<file path="config.mk">
export PLATFORM = sky130hd
export DESIGN_NAME = transpad_cmd_queue_flat
export DESIGN_NICKNAME = d
export VERILOG_FILES = /design/src/rtl/transpad_cmd_queue_if.sv /design/src/rtl/transpad_cmd_queue.sv /design/src/flat_wrapper.sv
export SDC_FILE = /design/constraint.sdc
export NUM_CORES = 1
export LEC_CHECK = 0
export CORE_MARGIN = 3
export CORE_UTILIZATION = 50
export CTS_CLUSTER_DIAMETER = 50
export DETAILED_ROUTE_END_ITERATION = 6
export HOLD_SLACK_MARGIN = 0.06
export PLACE_DENSITY = 0.82
export SYNTH_ARGS = -nofsm -noshare
export SYNTH_HDL_FRONTEND = slang
export SYNTH_SLANG_ARGS = --single-unit
export TNS_END_PERCENT = 50
</file>
<file path="constraint.sdc">
create_clock -name clk -period 2.9 [get_ports clk]
set_input_delay 0.29 -clock clk [delete_from_list [all_inputs] [get_ports clk]]
set_output_delay 0.29 -clock clk [all_outputs]
set_load 0.02 [all_outputs]
</file>
<file path="src/rtl/transpad_cmd_queue_if.sv">
`default_nettype none
// +--------------------------------------------------------------------------+
// | transpad_cmd_queue_if : host command handshake and array issue bus       |
// | Rev 1.0                                                                  |
// +--------------------------------------------------------------------------+
interface transpad_cmd_queue_if;
  logic        flush;
  logic        stall;
  logic        in_valid;
  logic        in_ready;
  logic [2:0]  in_unit;
  logic [2:0]  in_cmd;
  logic [47:0] in_data;
  logic [2:0]  unit;
  logic        rdy;
  logic [2:0]  cmd;
  logic [47:0] data;
  logic [4:0]  count;

  modport master (
    output flush, stall, in_valid, in_unit, in_cmd, in_data,
    input  in_ready, unit, rdy, cmd, data, count
  );

  modport slave (
    input  flush, stall, in_valid, in_unit, in_cmd, in_data,
    output in_ready, unit, rdy, cmd, data, count
  );
endinterface
`default_nettype wire

</file>
<file path="src/rtl/transpad_cmd_queue.sv">
`default_nettype none
// +--------------------------------------------------------------------------+
// | transpad_cmd_queue : FIFO command buffer, one issue per cycle to array   |
// | Rev 1.0                                                                  |
// +--------------------------------------------------------------------------+
module transpad_cmd_queue #(
  parameter int DEPTH = 4
) (
  input  logic clk,
  input  logic rst,
  transpad_cmd_queue_if.slave bus
);

  localparam int PTR_W = (DEPTH > 1) ? $clog2(DEPTH) : 1;
  localparam int ENTRY_W = 54;
  localparam logic [PTR_W-1:0] c_ptr_one = PTR_W'(1);
  localparam logic [4:0] c_depth = 5'(DEPTH);

  logic [ENTRY_W-1:0] r_mem [DEPTH];
  logic [PTR_W-1:0]   r_head;
  logic [PTR_W-1:0]   r_tail;
  logic [4:0]         r_count;
  logic               r_rdy;
  logic [2:0]         r_unit;
  logic [2:0]         r_cmd;
  logic [47:0]        r_data;

  logic               w_in_ready;
  logic               w_push;
  logic               w_pop;
  logic [ENTRY_W-1:0] w_head_entry;

  // Ready depends only on registered occupancy, so a full queue stays
  // not-ready even on a cycle that also pops.
  assign w_in_ready   = (r_count < c_depth);
  assign w_push       = bus.in_valid & w_in_ready & ~bus.flush;
  assign w_pop        = (r_count != 5'd0) & ~bus.stall & ~bus.flush;
  assign w_head_entry = r_mem[r_head];

  always_ff @(posedge clk) begin
    if (w_push) begin
      r_mem[r_tail] <= {bus.in_unit, bus.in_cmd, bus.in_data};
    end
  end

  always_ff @(posedge clk or posedge rst) begin
    if (rst) begin
      r_head  <= '0;
      r_tail  <= '0;
      r_count <= 5'd0;
      r_rdy   <= 1'b0;
      r_unit  <= 3'd0;
      r_cmd   <= 3'd0;
      r_data  <= 48'd0;
    end else if (bus.flush) begin
      // Issued fields keep their last values; only the queue and strobe clear.
      r_head  <= '0;
      r_tail  <= '0;
      r_count <= 5'd0;
      r_rdy   <= 1'b0;
    end else begin
      if (w_push) begin
        r_tail <= r_tail + c_ptr_one;
      end
      if (w_pop) begin
        r_head <= r_head + c_ptr_one;
        r_rdy  <= 1'b1;
        r_unit <= w_head_entry[53:51];
        r_cmd  <= w_head_entry[50:48];
        r_data <= w_head_entry[47:0];
      end else begin
        r_rdy  <= 1'b0;
      end
      case ({w_push, w_pop})
        2'b10:   r_count <= r_count + 5'd1;
        2'b01:   r_count <= r_count - 5'd1;
        default: r_count <= r_count;
      endcase
    end
  end

  assign bus.in_ready = w_in_ready;
  assign bus.rdy      = r_rdy;
  assign bus.unit     = r_unit;
  assign bus.cmd      = r_cmd;
  assign bus.data     = r_data;
  assign bus.count    = r_count;

endmodule
`default_nettype wire
</file>
<file path="src/flat_wrapper.sv">
// flat-port wrapper written by rule: the top's interface ports become plain ports
module transpad_cmd_queue_flat 
#(
  parameter int DEPTH = 4
)
  (clk, rst, bus_flush, bus_stall, bus_in_valid, bus_in_unit, bus_in_cmd, bus_in_data, bus_in_ready, bus_unit, bus_rdy, bus_cmd, bus_data, bus_count);
  transpad_cmd_queue_if bus_i ();
  input  logic clk;
  input  logic rst;
  input wire logic [$bits(bus_i.flush)-1:0] bus_flush;
  input wire logic [$bits(bus_i.stall)-1:0] bus_stall;
  input wire logic [$bits(bus_i.in_valid)-1:0] bus_in_valid;
  input wire logic [$bits(bus_i.in_unit)-1:0] bus_in_unit;
  input wire logic [$bits(bus_i.in_cmd)-1:0] bus_in_cmd;
  input wire logic [$bits(bus_i.in_data)-1:0] bus_in_data;
  output wire logic [$bits(bus_i.in_ready)-1:0] bus_in_ready;
  output wire logic [$bits(bus_i.unit)-1:0] bus_unit;
  output wire logic [$bits(bus_i.rdy)-1:0] bus_rdy;
  output wire logic [$bits(bus_i.cmd)-1:0] bus_cmd;
  output wire logic [$bits(bus_i.data)-1:0] bus_data;
  output wire logic [$bits(bus_i.count)-1:0] bus_count;
  assign bus_i.flush = bus_flush;
  assign bus_i.stall = bus_stall;
  assign bus_i.in_valid = bus_in_valid;
  assign bus_i.in_unit = bus_in_unit;
  assign bus_i.in_cmd = bus_in_cmd;
  assign bus_i.in_data = bus_in_data;
  assign bus_in_ready = bus_i.in_ready;
  assign bus_unit = bus_i.unit;
  assign bus_rdy = bus_i.rdy;
  assign bus_cmd = bus_i.cmd;
  assign bus_data = bus_i.data;
  assign bus_count = bus_i.count;
  transpad_cmd_queue #(.DEPTH(DEPTH)) u_core (.clk(clk), .rst(rst), .bus(bus_i));
endmodule
</file>
==> results of run 1 <==
-- power by group through the flow --
stage | sequential (mW) | combinational (mW) | clock, mW
2_1_floorplan | 5.86 | 1.54 | 0
3_3_place_gp | 5.47 | 3.25 | 0
3_5_place_dp | 5.52 | 3.33 | 0
4_1_cts | 5.46 | 3.35 | 3.68
5_1_grt | 5.52 | 3.51 | 3.84
6_report | 5.44 | 3.31 | 3.60
-- worst paths after layout --
path                       slack [ns]                start                   to  depth (start not counted)
min in group clk                 0.40       bus_in_unit[0]  u_core.r_mem[3][51]                          1
min                              0.14                  rst   u_core.bus.unit[2]                          2
max in group asynchronous        2.04                  rst  u_core.bus.data[41]                          3
max reg2reg                      0.07  u_core.bus.count[2]  u_core.bus.count[4]                         10
min reg2reg                      0.51    u_core.bus.cmd[1]    u_core.bus.cmd[1]                          1
max                              0.07  u_core.bus.count[2]  u_core.bus.count[4]                         10
-- per-stage QoR --
stage	std cells	setup slack (ns)	hold WS, ns	util, %	instance area (sq um)
after floorplan	476	-0.159	0.389	-	10600
after global placement	863	0.155	0.488	59.6	12300
after detailed placement	863	0.0171	0.492	59.6	12300
after CTS	915	0.0846	0.153	64.2	13200
after global routing	916	0.0187	0.187	64.2	13200
final	916	0.0706	0.144	64.2	13200
-- logic make-up (layout without fill, tap and decap cells) --
kind of cell | Yosys count | in the layout
adder cells (fa/ha/maj) | 8 | 8
buffers and inverters | 28 | 198
XOR/XNOR | 3 | 3
AND/OR/NAND/NOR | 30 | 30
multiplexers | 111 | 111
AO/OA/AOI/OAI | 16 | 16
flip-flops | 280 | 280
-- cell type report --
class | instances | area, sq um | area share [%]
Sequential cell | 280 | 8100 | 61.3
Multi-Input combinational cell | 168 | 2380 | 18.0
Timing Repair Buffer | 139 | 1430 | 10.8
Clock buffer | 39 | 803 | 6.08
Tap cell | 270 | 338 | 2.56
Clock inverter | 13 | 136 | 1.03
Inverter | 7 | 28.8 | 0.218
-- routing by layer --
layer  GRT usage, %  wire length, um  share of wire, %
met2           30.4            10200                51
met4           4.81              471               2.3
met5              0                0                 0
met1           23.7             8070                40
met3           3.24             1380               6.8
-- flip-flops by register name (all words and copies together), names as in the netlist --
register / count
u_core.bus.count: 5
u_core.bus.data: 48
u_core.r_head: 2
u_core.bus.cmd: 3
u_core.bus.rdy: 1
u_core.r_mem: 216
u_core.bus.unit: 3
u_core.r_tail: 2
-- cell usage in the layout, fill, tap and decap left out, types with 2 or more instances in the layout --
| master | Yosys | layout |
|---|---|---|
| o21ai_0 | 2 | 2 |
| nor2_1 | 12 | 12 |
| nand2_1 | 4 | 4 |
| mux4_2 | 54 | 54 |
| clkinv_2 | 1 | 6 |
| mux2_4 | 27 | 27 |
| clkdlybuf4s50_1 | 0 | 119 |
| mux2_2 | 28 | 28 |
| dfrtp_1 | 64 | 60 |
| clkbuf_8 | 0 | 4 |
| xnor2_1 | 3 | 3 |
| clkinvlp_4 | 0 | 2 |
| clkbuf_16 | 0 | 29 |
| edfxtp_1 | 216 | 216 |
| a21oi_1 | 3 | 3 |
| buf_12 | 0 | 7 |
| and2_2 | 0 | 3 |
| inv_1 | 6 | 5 |
| dfrtp_2 | 0 | 3 |
| clkbuf_1 | 8 | 6 |
| ha_1 | 7 | 7 |
| nand2b_1 | 3 | 3 |
| buf_4 | 0 | 13 |
| bufinv_16 | 0 | 2 |
| clkinv_1 | 0 | 2 |
| o2111ai_1 | 3 | 3 |
-- cells in the mapped netlist --
master     instances
nor2b_4            1
buf_6              4
mux2i_1            1
nor2_1            12
a21o_1             1
nand2b_1           3
mux2_1             1
or2_2              1
clkinv_2           1
buf_1              1
o2111ai_1          3
ha_1               7
or3_4              1
or4b_1             1
o21ai_0            2
a31oi_1            1
edfxtp_1         216
o211ai_1           1
mux4_2            54
mux2_2            28
a21oi_2            1
a211o_1            1
nand2_1            4
nand3_1            1
o31ai_1            1
a21oi_1            3
buf_2              8
and2_1             5
a211oi_1           1
fa_1               1
o21a_1             1
xnor2_1            3
inv_1              6
clkbuf_1           8
dfrtp_1           64
or4b_2             1
mux2_4            27
-- timing repair --
item,4_1_cts,5_1_grt
endpoints found under the hold margin,0,0
endpoints found under the setup margin,0,1
setup buffers,0,1
resized for setup,0,2
-- worst register-to-register path: stages, from the launching register on --
cell	delay (ns)
dfrtp_2	0.45
or3_4	0.42
clkinv_2	0.09
a21oi_2	0.08
nor2b_4	0.17
and2_1	0.18
ha_1	0.32
nand2b_1	0.12
a21oi_1	0.11
or4b_2	0.64
a31oi_1	0.19
==> summary.md, run 1 <==
| Metric | Value |
|---|---|
| Max-cap violation count | `0` |
| # clock sinks | `280` |
| Sw frac | `27.3%` |
| Syn-to-layout area delta | `24.5%` |
| Crit-path max cell delay | `0.64 ns` |
| Clock Path Buffers | `3` |
| RSZ-0062 raised after global routing | `no` |
| Initial drt markers | `342` |
| GP Congestion | `0.844` |
| Fillers | `1385` |
| Final Critical Period | `2.83 ns` |
| Number of global-route vias before repair | `5469` |
| Fmax achieved | `0.353 GHz` |
| Die Footprint | `23000 sq um` |
| Setup TNS | `0 ns` |
| Top delay family on crit path | `simple AND/OR/NAND/NOR gates` |
| Sw Pwr | `3.37 mW` |
| Gate Count Post-Synth | `476` |
| DRC errors left | `0` |
| Synth unique cells | `37` |
| Largest net degree at the start of global routing | `38` |
| Critical path type | `reg2reg` |
| Combinational share of power | `26.8%` |
| Skew-Pair Late Insertion Delay | `0.52 ns` |
| CP Launch Type | `register` |
| Post-Synth Adder-Cell Area | `1.01%` |
| Die Height | `152 um` |
| GR Overflow Total | `0` |
| Initial core utilization | `51.6%` |
| Antenna diodes | `0` |
| Die Span X | `152 um` |
| Sequential power share | `44.1%` |
| Initial antenna violation count | `0` |
| Antenna Nets Post-Route | `0` |
| Drt first pass iters | `5` |
| Critical-path top delay cell | `or4b_2` |
| Wire per inst | `22.0 um` |
| Post-synthesis simple-gate area fraction | `1.57%` |
| Clock power share | `29.1%` |
| Wirelength, routed | `20200 um` |
| Buf/Inv on CP | `1` |
| Synthesized area per cell | `22.3 sq um` |
| Layout cell share with drive strength beyond 1 | `29.1%` |
| CTS clk-pin slew, worst paths | `0.06 ns` |
| Worst slew margin | `53.4%` |
| I/O pin count | `120` |
| Compound-Gate Fraction of Synth Area | `1.06%` |
| Worst hold path type | `in2async` |
| Worst-path cell chain | `or3_4 > clkinv_2 > a21oi_2 > nor2b_4 > and2_1 > ha_1 > nand2b_1 > a21oi_1 > or4b_2 > a31oi_1` |
| H-tree lvl count | `1` |
| Warnings, synthesis | `0` |
| Syn_nets | `543` |
| Setup Skew | `0.00951 ns` |
| Synthesized area | `10600 sq um` |
| Slew Limit Fails | `0` |
| Data arrival time of the critical path | `3.27 ns` |
| Leak | `4.55 nW` |
| Cts bufs inserted | `29` |
| Final setup vio count | `0` |
| Final period util | `97.6%` |
| Critical Path End Type | `register` |
| GRT Overall Usage | `17.7%` |
| CTS Root Cell | `clkbuf_16` |
| Pwr Total | `12.3 mW` |
| Final #Nets | `692` |
| Final hold vios | `0` |
| Critical path required time | `3.34 ns` |
| CP max FO | `6` |
| Yosys top cell by area | `edfxtp_1` |
| Vias post-DR | `5156` |
| Top cells by area, synth | `edfxtp_1, dfrtp_1, mux4_2` |
| Largest family of logic cells by synthesized area | `multiplexers` |
| Via density | `5.63` |
| Status | `complete, no violations` |
| Number of hold buffers added after cts | `0` |
| Worst VDD drop | `0.000504 V` |
| Yosys top cell area share | `61.2%` |
| Power Dens Cells | `935 nW/um^2` |
| Multiplexer share of the synthesized area | `18.5%` |
| Internal power | `8.97 mW` |
| Core area | `20600 sq um` |
| Worst slew pin tran | `0.699 ns` |
| Yosys reg bits | `280` |
| Port-buffer cells | `119` |
| XOR/XNOR share of the synthesized area | `0.248%` |
| First-pass GRT wire length | `31300 um` |
| FP Rows | `52` |
| Hpwl dp | `12300 um` |
| Sequential fraction of the synthesis area | `76.3%` |
| CTS tree | `built` |
Power figures use the tool's default switching activity.
==> run 2, diff against run 1 <==
--- a/config.mk
+++ b/config.mk
@@ -9,8 +9,9 @@
 export CORE_UTILIZATION = 50
 export CTS_CLUSTER_DIAMETER = 50
 export DETAILED_ROUTE_END_ITERATION = 6
+export DONT_BUFFER_PORTS = 1
 export HOLD_SLACK_MARGIN = 0.06
-export PLACE_DENSITY = 0.82
+export PLACE_DENSITY = 0.75
 export SYNTH_ARGS = -nofsm -noshare
 export SYNTH_HDL_FRONTEND = slang
 export SYNTH_SLANG_ARGS = --single-unit
==> run 2 against run 1 <==
Net effect:
- setup slack worse by 0.031 ns
- clock power grew 4%
- final area fell by 3.6%
- register-to-register slack worse by 0.03 ns
==> summary.md, run 2 (synthesis results as in run 1) <==
| Metric | Value |
|---|---|
| Buf/Inv on CP | `1 (unchanged)` |
| Critical path type | `reg2reg` |
| Cell Area, Placed | `11100 sq um (-9.4%)` |
| DRC errors left | `0 (unchanged)` |
| CTS clk-pin slew, worst paths | `0.06 ns (about the same)` |
| Initial drt markers | `341 (-0.29%)` |
| Worst hold path type | `in2reg` |
| Biggest register | `u_core.r_mem` |
| GR Overflow Total | `0 (unchanged)` |
| CP Launch Type | `register` |
| Slew Limit Fails | `0 (unchanged)` |
| Crit-path max cell delay | `0.62 ns (-0.02 ns)` |
| Port-buffer cells | `0 (-100%)` |
| Via density | `5.74 (+2.0%)` |
| CP max FO | `6 (unchanged)` |
| Final #Nets | `632 (-8.7%)` |
| # clock sinks | `280 (unchanged)` |
| Worst-path cell chain | `or3_4 > inv_4 > a21oi_2 > nor2b_4 > and2_1 > ha_4 > nand2b_1 > a21oi_1 > or4b_2 > a31oi_1` |
| FP Rows | `52 (unchanged)` |
| Die Footprint | `23000 sq um (unchanged)` |
| Setup bufs post-CTS | `0 (unchanged)` |
| Die Height | `152 um (unchanged)` |
| RSZ-0062 raised after global routing | `no` |
| Number of global-route vias before repair | `5322 (-2.7%)` |
| Final Cell Area | `12700 sq um (-3.6%)` |
| Setup Skew | `0.0100 ns (+0.000496 ns)` |
| Worst VDD drop | `0.000612 V (+21%)` |
| I/O pin count | `120 (unchanged)` |
| Max-cap violation count | `0 (unchanged)` |
| GRT Overall Usage | `17.9% (+0.19 points)` |
| Wirelength, routed | `20400 um (+1.0%)` |
| Final hold vios | `0 (unchanged)` |
| CTS tree | `built` |
| Placed cells | `744 (-14%)` |
| Setup TNS | `0 ns (unchanged)` |
| Critical Path End Type | `register` |
| Skew-Pair Late Insertion Delay | `0.54 ns (+0.02 ns)` |
| Largest net degree at the start of global routing | `56 (+47%)` |
| Antenna Nets Post-Route | `0 (unchanged)` |
| Most frequent cells in the layout | `edfxtp_1, dfrtp_1, dlygate4sd3_1` |
| Initial antenna violation count | `1 (+1)` |
| First-pass GRT wire length | `31100 um (-0.84%)` |
| H-tree lvl count | `1 (unchanged)` |
| Finished Core Util | `61.9% (-2.3 points)` |
| Final Critical Period | `2.86 ns (+0.0314 ns)` |
| Cts bufs inserted | `30 (+3.4%)` |
| Final period util | `98.6% (+1.1 points)` |
| Worst slew pin tran | `1.01 ns (+0.315 ns)` |
| Initial core utilization | `51.6% (unchanged)` |
| Power Dens Cells | `922 nW/um^2 (-1.4%)` |
| CTS Root Cell | `clkbuf_16` |
| GP Congestion | `0.821 (-2.7%)` |
| Worst hold margin | `0.111 ns (-0.0328 ns)` |
| Layout cell share with drive strength beyond 1 | `32.6% (+3.5 points)` |
| Data arrival time of the critical path | `3.30 ns (+0.03 ns)` |
| Status | `complete, no violations` |
| Max reg flops | `216 (unchanged)` |
| Vias post-DR | `4936 (-4.3%)` |
| Core area | `20600 sq um (unchanged)` |
| Leak | `4.39 nW (-3.6%)` |
| Syn-to-layout area delta | `20.1%` |
| Wire per inst | `23.7 um (+7.6%)` |
| Non-filler instance count after layout | `860 (-6.1%)` |
| Clock Path Buffers | `3 (unchanged)` |
| Hpwl dp | `11800 um (-4.2%)` |
| Critical path required time | `3.34 ns (about the same)` |
| Critical-path top delay cell | `or4b_2` |
| Die Span X | `152 um (unchanged)` |
| Fillers | `1413 (+2.0%)` |
| Top delay family on crit path | `simple AND/OR/NAND/NOR gates` |
| Final setup vio count | `0 (unchanged)` |
| Most common cell after layout, fill and taps aside | `edfxtp_1` |
| Fmax achieved | `0.350 GHz (-1.1%)` |
| Worst slew margin | `32.4% (-21 points)` |
| Drt first pass iters | `6 (+1)` |
==> run 2: power breakdown <==
group	switching (mW)	internal [mW]	leakage (nW)
Sequential	0.957	5.03	2.73
Combinational	0.839	1.17	1.16
Clock	1.48	2.26	0.498
Total	3.28	8.46	4.39
==> run 2: layout make-up <==
type | count | area [sq um] | area share, %
Timing Repair Buffer | 78 | 858 | 6.74
Sequential cell | 280 | 8090 | 63.6
Multi-Input combinational cell | 168 | 2410 | 18.9
Inverter | 7 | 30.0 | 0.236
Tap cell | 270 | 338 | 2.65
Clock buffer | 42 | 867 | 6.81
Clock inverter | 14 | 134 | 1.05
Antenna cell | 1 | 2.50 | 0.0197
==> run 2: metal layers <==
metal | part of all wire (%) | GRT usage, % | vias to the layer above
li1 | - | - | 2105
met1 | 39 | 22.6 | 2599
met2 | 51 | 30.8 | 184
met3 | 7.8 | 5.15 | 48
met4 | 2.7 | 4.67 | 0
met5 | 0 | 0 | -
==> run 2: worst paths after layout <==
check	startpoint	endpoint	slack (ns)	depth (start not counted)
min in group asynchronous	rst	u_core.bus.data[3]	0.41	2
max	u_core.bus.count[3]	u_core.bus.count[4]	0.04	10
min reg2reg	u_core.r_tail[1]	u_core.r_tail[1]	0.61	2
max in group asynchronous	rst	u_core.bus.count[2]	1.77	3
max reg2reg	u_core.bus.count[3]	u_core.bus.count[4]	0.04	10
min	bus_stall	u_core.bus.count[4]	0.11	2
==> run 2: through the flow <==
stage          setup slack, ns  total power, mW
6_report                0.0392             11.7
5_1_grt                 0.0118             12.2
4_1_cts                 0.0586             11.9
3_5_place_dp            0.0656             7.99
3_3_place_gp             0.270             7.89
2_1_floorplan           -0.159             7.40
==> run 2: worst reg2reg max path, stage by stage (launching register included) <==
cell	delay, ns
dfrtp_2	0.45
or3_4	0.45
inv_4	0.12
a21oi_2	0.07
nor2b_4	0.15
and2_1	0.22
ha_4	0.25
nand2b_1	0.11
a21oi_1	0.11
or4b_2	0.62
a31oi_1	0.22
==> run 2: what timing repair did <==
action | CTS | global route
gates resized for setup | 0 | 5
endpoints found under the hold margin | 270 | 0
endpoints found under the setup margin | 0 | 1
hold buffers | 59 | 0
==> run 3, diff against run 2 <==
--- a/config.mk
+++ b/config.mk
@@ -15,4 +15,3 @@
 export SYNTH_ARGS = -nofsm -noshare
 export SYNTH_HDL_FRONTEND = slang
 export SYNTH_SLANG_ARGS = --single-unit
-export TNS_END_PERCENT = 50
==> run 3 against run 2 <==
Net effect:
- utilization is 0.41 points lower
- non-clock buffer count decreased by 4
- die area stayed put
==> summary.md, run 3 (synthesis results as in run 1) <==
| Metric | Value |
|---|---|
| Worst slew pin tran | `0.686 ns (-0.328 ns)` |
| Worst hold stages | `3 (+1)` |
| R2R setup slack | `0.12 ns (+0.08 ns)` |
| Power Dens Cells | `931 nW/um^2 (+0.97%)` |
| Skew-Pair Late Insertion Delay | `0.54 ns (about the same)` |
| Crit Reg-Reg Endpoint | `u_core.bus.count[4]` |
| Worst-path cell chain | `or3_4 > clkinv_4 > a21oi_2 > nor2b_4 > and2_2 > ha_4 > nand2b_1 > a21oi_1 > or4b_2 > a31oi_1` |
| Core area | `20600 sq um (unchanged)` |
| Initial drt markers | `283 (-17%)` |
| Wirelength, routed | `19800 um (-2.7%)` |
| Most common cell after layout, fill and taps aside | `edfxtp_1` |
| Drt first pass iters | `4 (-2)` |
| Data arrival time of the critical path | `3.23 ns (-0.07 ns)` |
| Wire per inst | `23.2 um (-2.1%)` |
| Setup Skew | `0.00787 ns (-0.00214 ns)` |
| Multi-input logic area | `2400 sq um (-0.16%)` |
| Fillers | `1420 (+0.50%)` |
| CTS tree | `built` |
| Cts bufs inserted | `30 (unchanged)` |
| Crit-path max cell delay | `0.63 ns (about the same)` |
| Hpwl dp | `11100 um (-6.0%)` |
| GP Congestion | `0.793 (-3.5%)` |
| Die Height | `152 um (unchanged)` |
| # clock sinks | `280 (unchanged)` |
| Final setup vio count | `0 (unchanged)` |
| Max reg flops | `216 (unchanged)` |
| Hold path start | `bus_in_valid` |
| Largest net degree at the start of global routing | `57 (+1.8%)` |
| Worst slew margin | `54.2% (+22 points)` |
| RSZ-0062 raised after global routing | `no` |
| Initial core utilization | `51.6% (unchanged)` |
| Placement Setup Slack | `0.0148 ns (-0.0508 ns)` |
| Met2 Use GR | `30.7% (-0.089 points)` |
| H-tree lvl count | `1 (unchanged)` |
| Gr busiest metal | `met2` |
| Critical path type | `reg2reg` |
| Non-filler instance count after layout | `855 (-0.58%)` |
| Critical path required time | `3.35 ns (about the same)` |
| Biggest register | `u_core.r_mem` |
| Critical-path top delay cell | `or4b_2` |
| FP Rows | `52 (unchanged)` |
| Buf/Inv on CP | `1 (unchanged)` |
| Most frequent cells in the layout | `edfxtp_1, dfrtp_1, dlygate4sd3_1` |
| Worst hold path type | `in2reg` |
| CTS Root Cell | `clkbuf_16` |
| Die Span X | `152 um (unchanged)` |
| First-pass GRT wire length | `30600 um (-1.3%)` |
| R2R depth | `10 (unchanged)` |
| Fmax achieved | `0.359 GHz (+2.8%)` |
| Hold Path End | `u_core.bus.count[1]` |
| Vias post-DR | `4841 (-1.9%)` |
| Worst Setup Slack, final | `0.116 ns (+0.0767 ns)` |
| CTS clk-pin slew, worst paths | `0.06 ns (about the same)` |
| Top delay family on crit path | `simple AND/OR/NAND/NOR gates` |
| Worst reg2reg startpoint | `u_core.bus.count[2]` |
| Met3 global-route usage | `4.76% (-0.39 points)` |
| Max-cap violation count | `0 (unchanged)` |
| Clock Path Buffers | `3 (unchanged)` |
| Critical Path End Type | `register` |
| Port-buffer cells | `0 (unchanged)` |
| CP Launch Type | `register` |
| Global routing met1 resource utilization | `21.5% (-1.1 points)` |
| Die Footprint | `23000 sq um (unchanged)` |
| Number of global-route vias before repair | `5316 (-0.11%)` |
| Setup TNS | `0 ns (unchanged)` |
| Final hold vios | `0 (unchanged)` |
| FF/Latch Area | `8100 sq um (about the same)` |
| Worst VDD drop | `0.000527 V (-14%)` |
| Slew Limit Fails | `0 (unchanged)` |
| Status | `complete, no violations` |
| GRT Overall Usage | `17.5% (-0.46 points)` |
| Antenna Nets Post-Route | `0 (unchanged)` |
| Final Critical Period | `2.78 ns (-0.0767 ns)` |
| Antenna diodes | `0 (-1)` |
| DRC errors left | `0 (unchanged)` |
| Leak | `4.34 nW (-1.1%)` |
| Final #Nets | `628 (-0.63%)` |
| Placed cells | `740 (-0.54%)` |
| Initial antenna violation count | `0 (-1)` |
| Final period util | `96.0% (-2.6 points)` |
| Via density | `5.66 (-1.4%)` |
| CP max FO | `6 (unchanged)` |
| Layout cell share with drive strength beyond 1 | `32.3% (-0.29 points)` |
| Syn-to-layout area delta | `19.3%` |
| I/O pin count | `120 (unchanged)` |
| GR Overflow Total | `0 (unchanged)` |
==> run 3: cell count changes in the layout (fill, tap and decap cells not counted), sizes merged <==
cell / change
clkinv: +3
diode: -1
buf: -3
clkbuf: -6
bufinv: +2
dlygate4sd3: -1
clkinvlp: +1
==> run 3: final cells by class <==
type                       count  area share [%]
clock buffer                  36            6.28
timing repair buffer          74            6.03
clock inverter                20            1.72
sequential                   280            64.0
tap                          270            2.67
inverter                       7           0.257
multi-input combinational    168            19.0
==> run 3: repair_timing <==
item / 4_1_cts / 5_1_grt
setup endpoints to repair: 0 / 1
endpoints found under the hold margin: 256 / 0
buffers inserted: 0 / 1
gates resized for setup: 0 / 5
hold buffers: 58 / 0
==> run 3: power by group <==
| part | switching [mW] | internal, mW | total [mW] |
|---|---|---|---|
| clock | 1.52 | 2.32 | 3.83 |
| sequential | 0.943 | 5.03 | 5.98 |
| combinational | 0.840 | 1.12 | 1.96 |
| total | 3.30 | 8.47 | 11.8 |
==> run 3: how the worst max path moves through the flow <==
stage | start | end | slack [ns] | cells past startpoint
final | u_core.bus.count[2] | u_core.bus.count[4] | 0.12 | 10
after global routing | u_core.bus.count[2] | u_core.bus.count[4] | 0.04 | 10
after CTS | u_core.bus.count[3] | u_core.bus.count[4] | 0.03 | 10
after detailed placement | u_core.bus.count[3] | u_core.bus.count[4] | 0.01 | 10
after global placement | u_core.bus.count[3] | u_core.bus.count[4] | 0.22 | 10
after floorplan | u_core.bus.count[3] | u_core.bus.count[4] | 0.005 | 12
==> run 3: worst register-to-register path: stages, from the launching register on <==
cell and delay, ns:
dfrtp_2 0.50, or3_4 0.42, clkinv_4 0.10, a21oi_2 0.07, nor2b_4 0.16, and2_2 0.22
ha_4 0.23, nand2b_1 0.10, a21oi_1 0.10, or4b_2 0.63, a31oi_1 0.18
==> run 3: per-stage QoR <==
| stage | instance area (sq um) | total power [mW] | utilization, % | hold WS, ns |
|---|---|---|---|---|
| floorplan | 10600 | 7.41 | - | 0.389 |
| global placement | 11000 | 7.82 | 53.6 | 0.295 |
| detailed placement | 11000 | 7.93 | 53.6 | 0.309 |
| CTS | 12600 | 11.9 | 61.3 | 0.106 |
| global route | 12600 | 12.3 | 61.5 | 0.135 |
| finish | 12600 | 11.8 | 61.5 | 0.151 |
==> run 3: metal layers <==
layer / vias up / share of wire (%)
li1: 2098 / -
met1: 2538 / 39
met2: 162 / 51
met3: 43 / 6.6
met4: 0 / 2.8
met5: - / 0
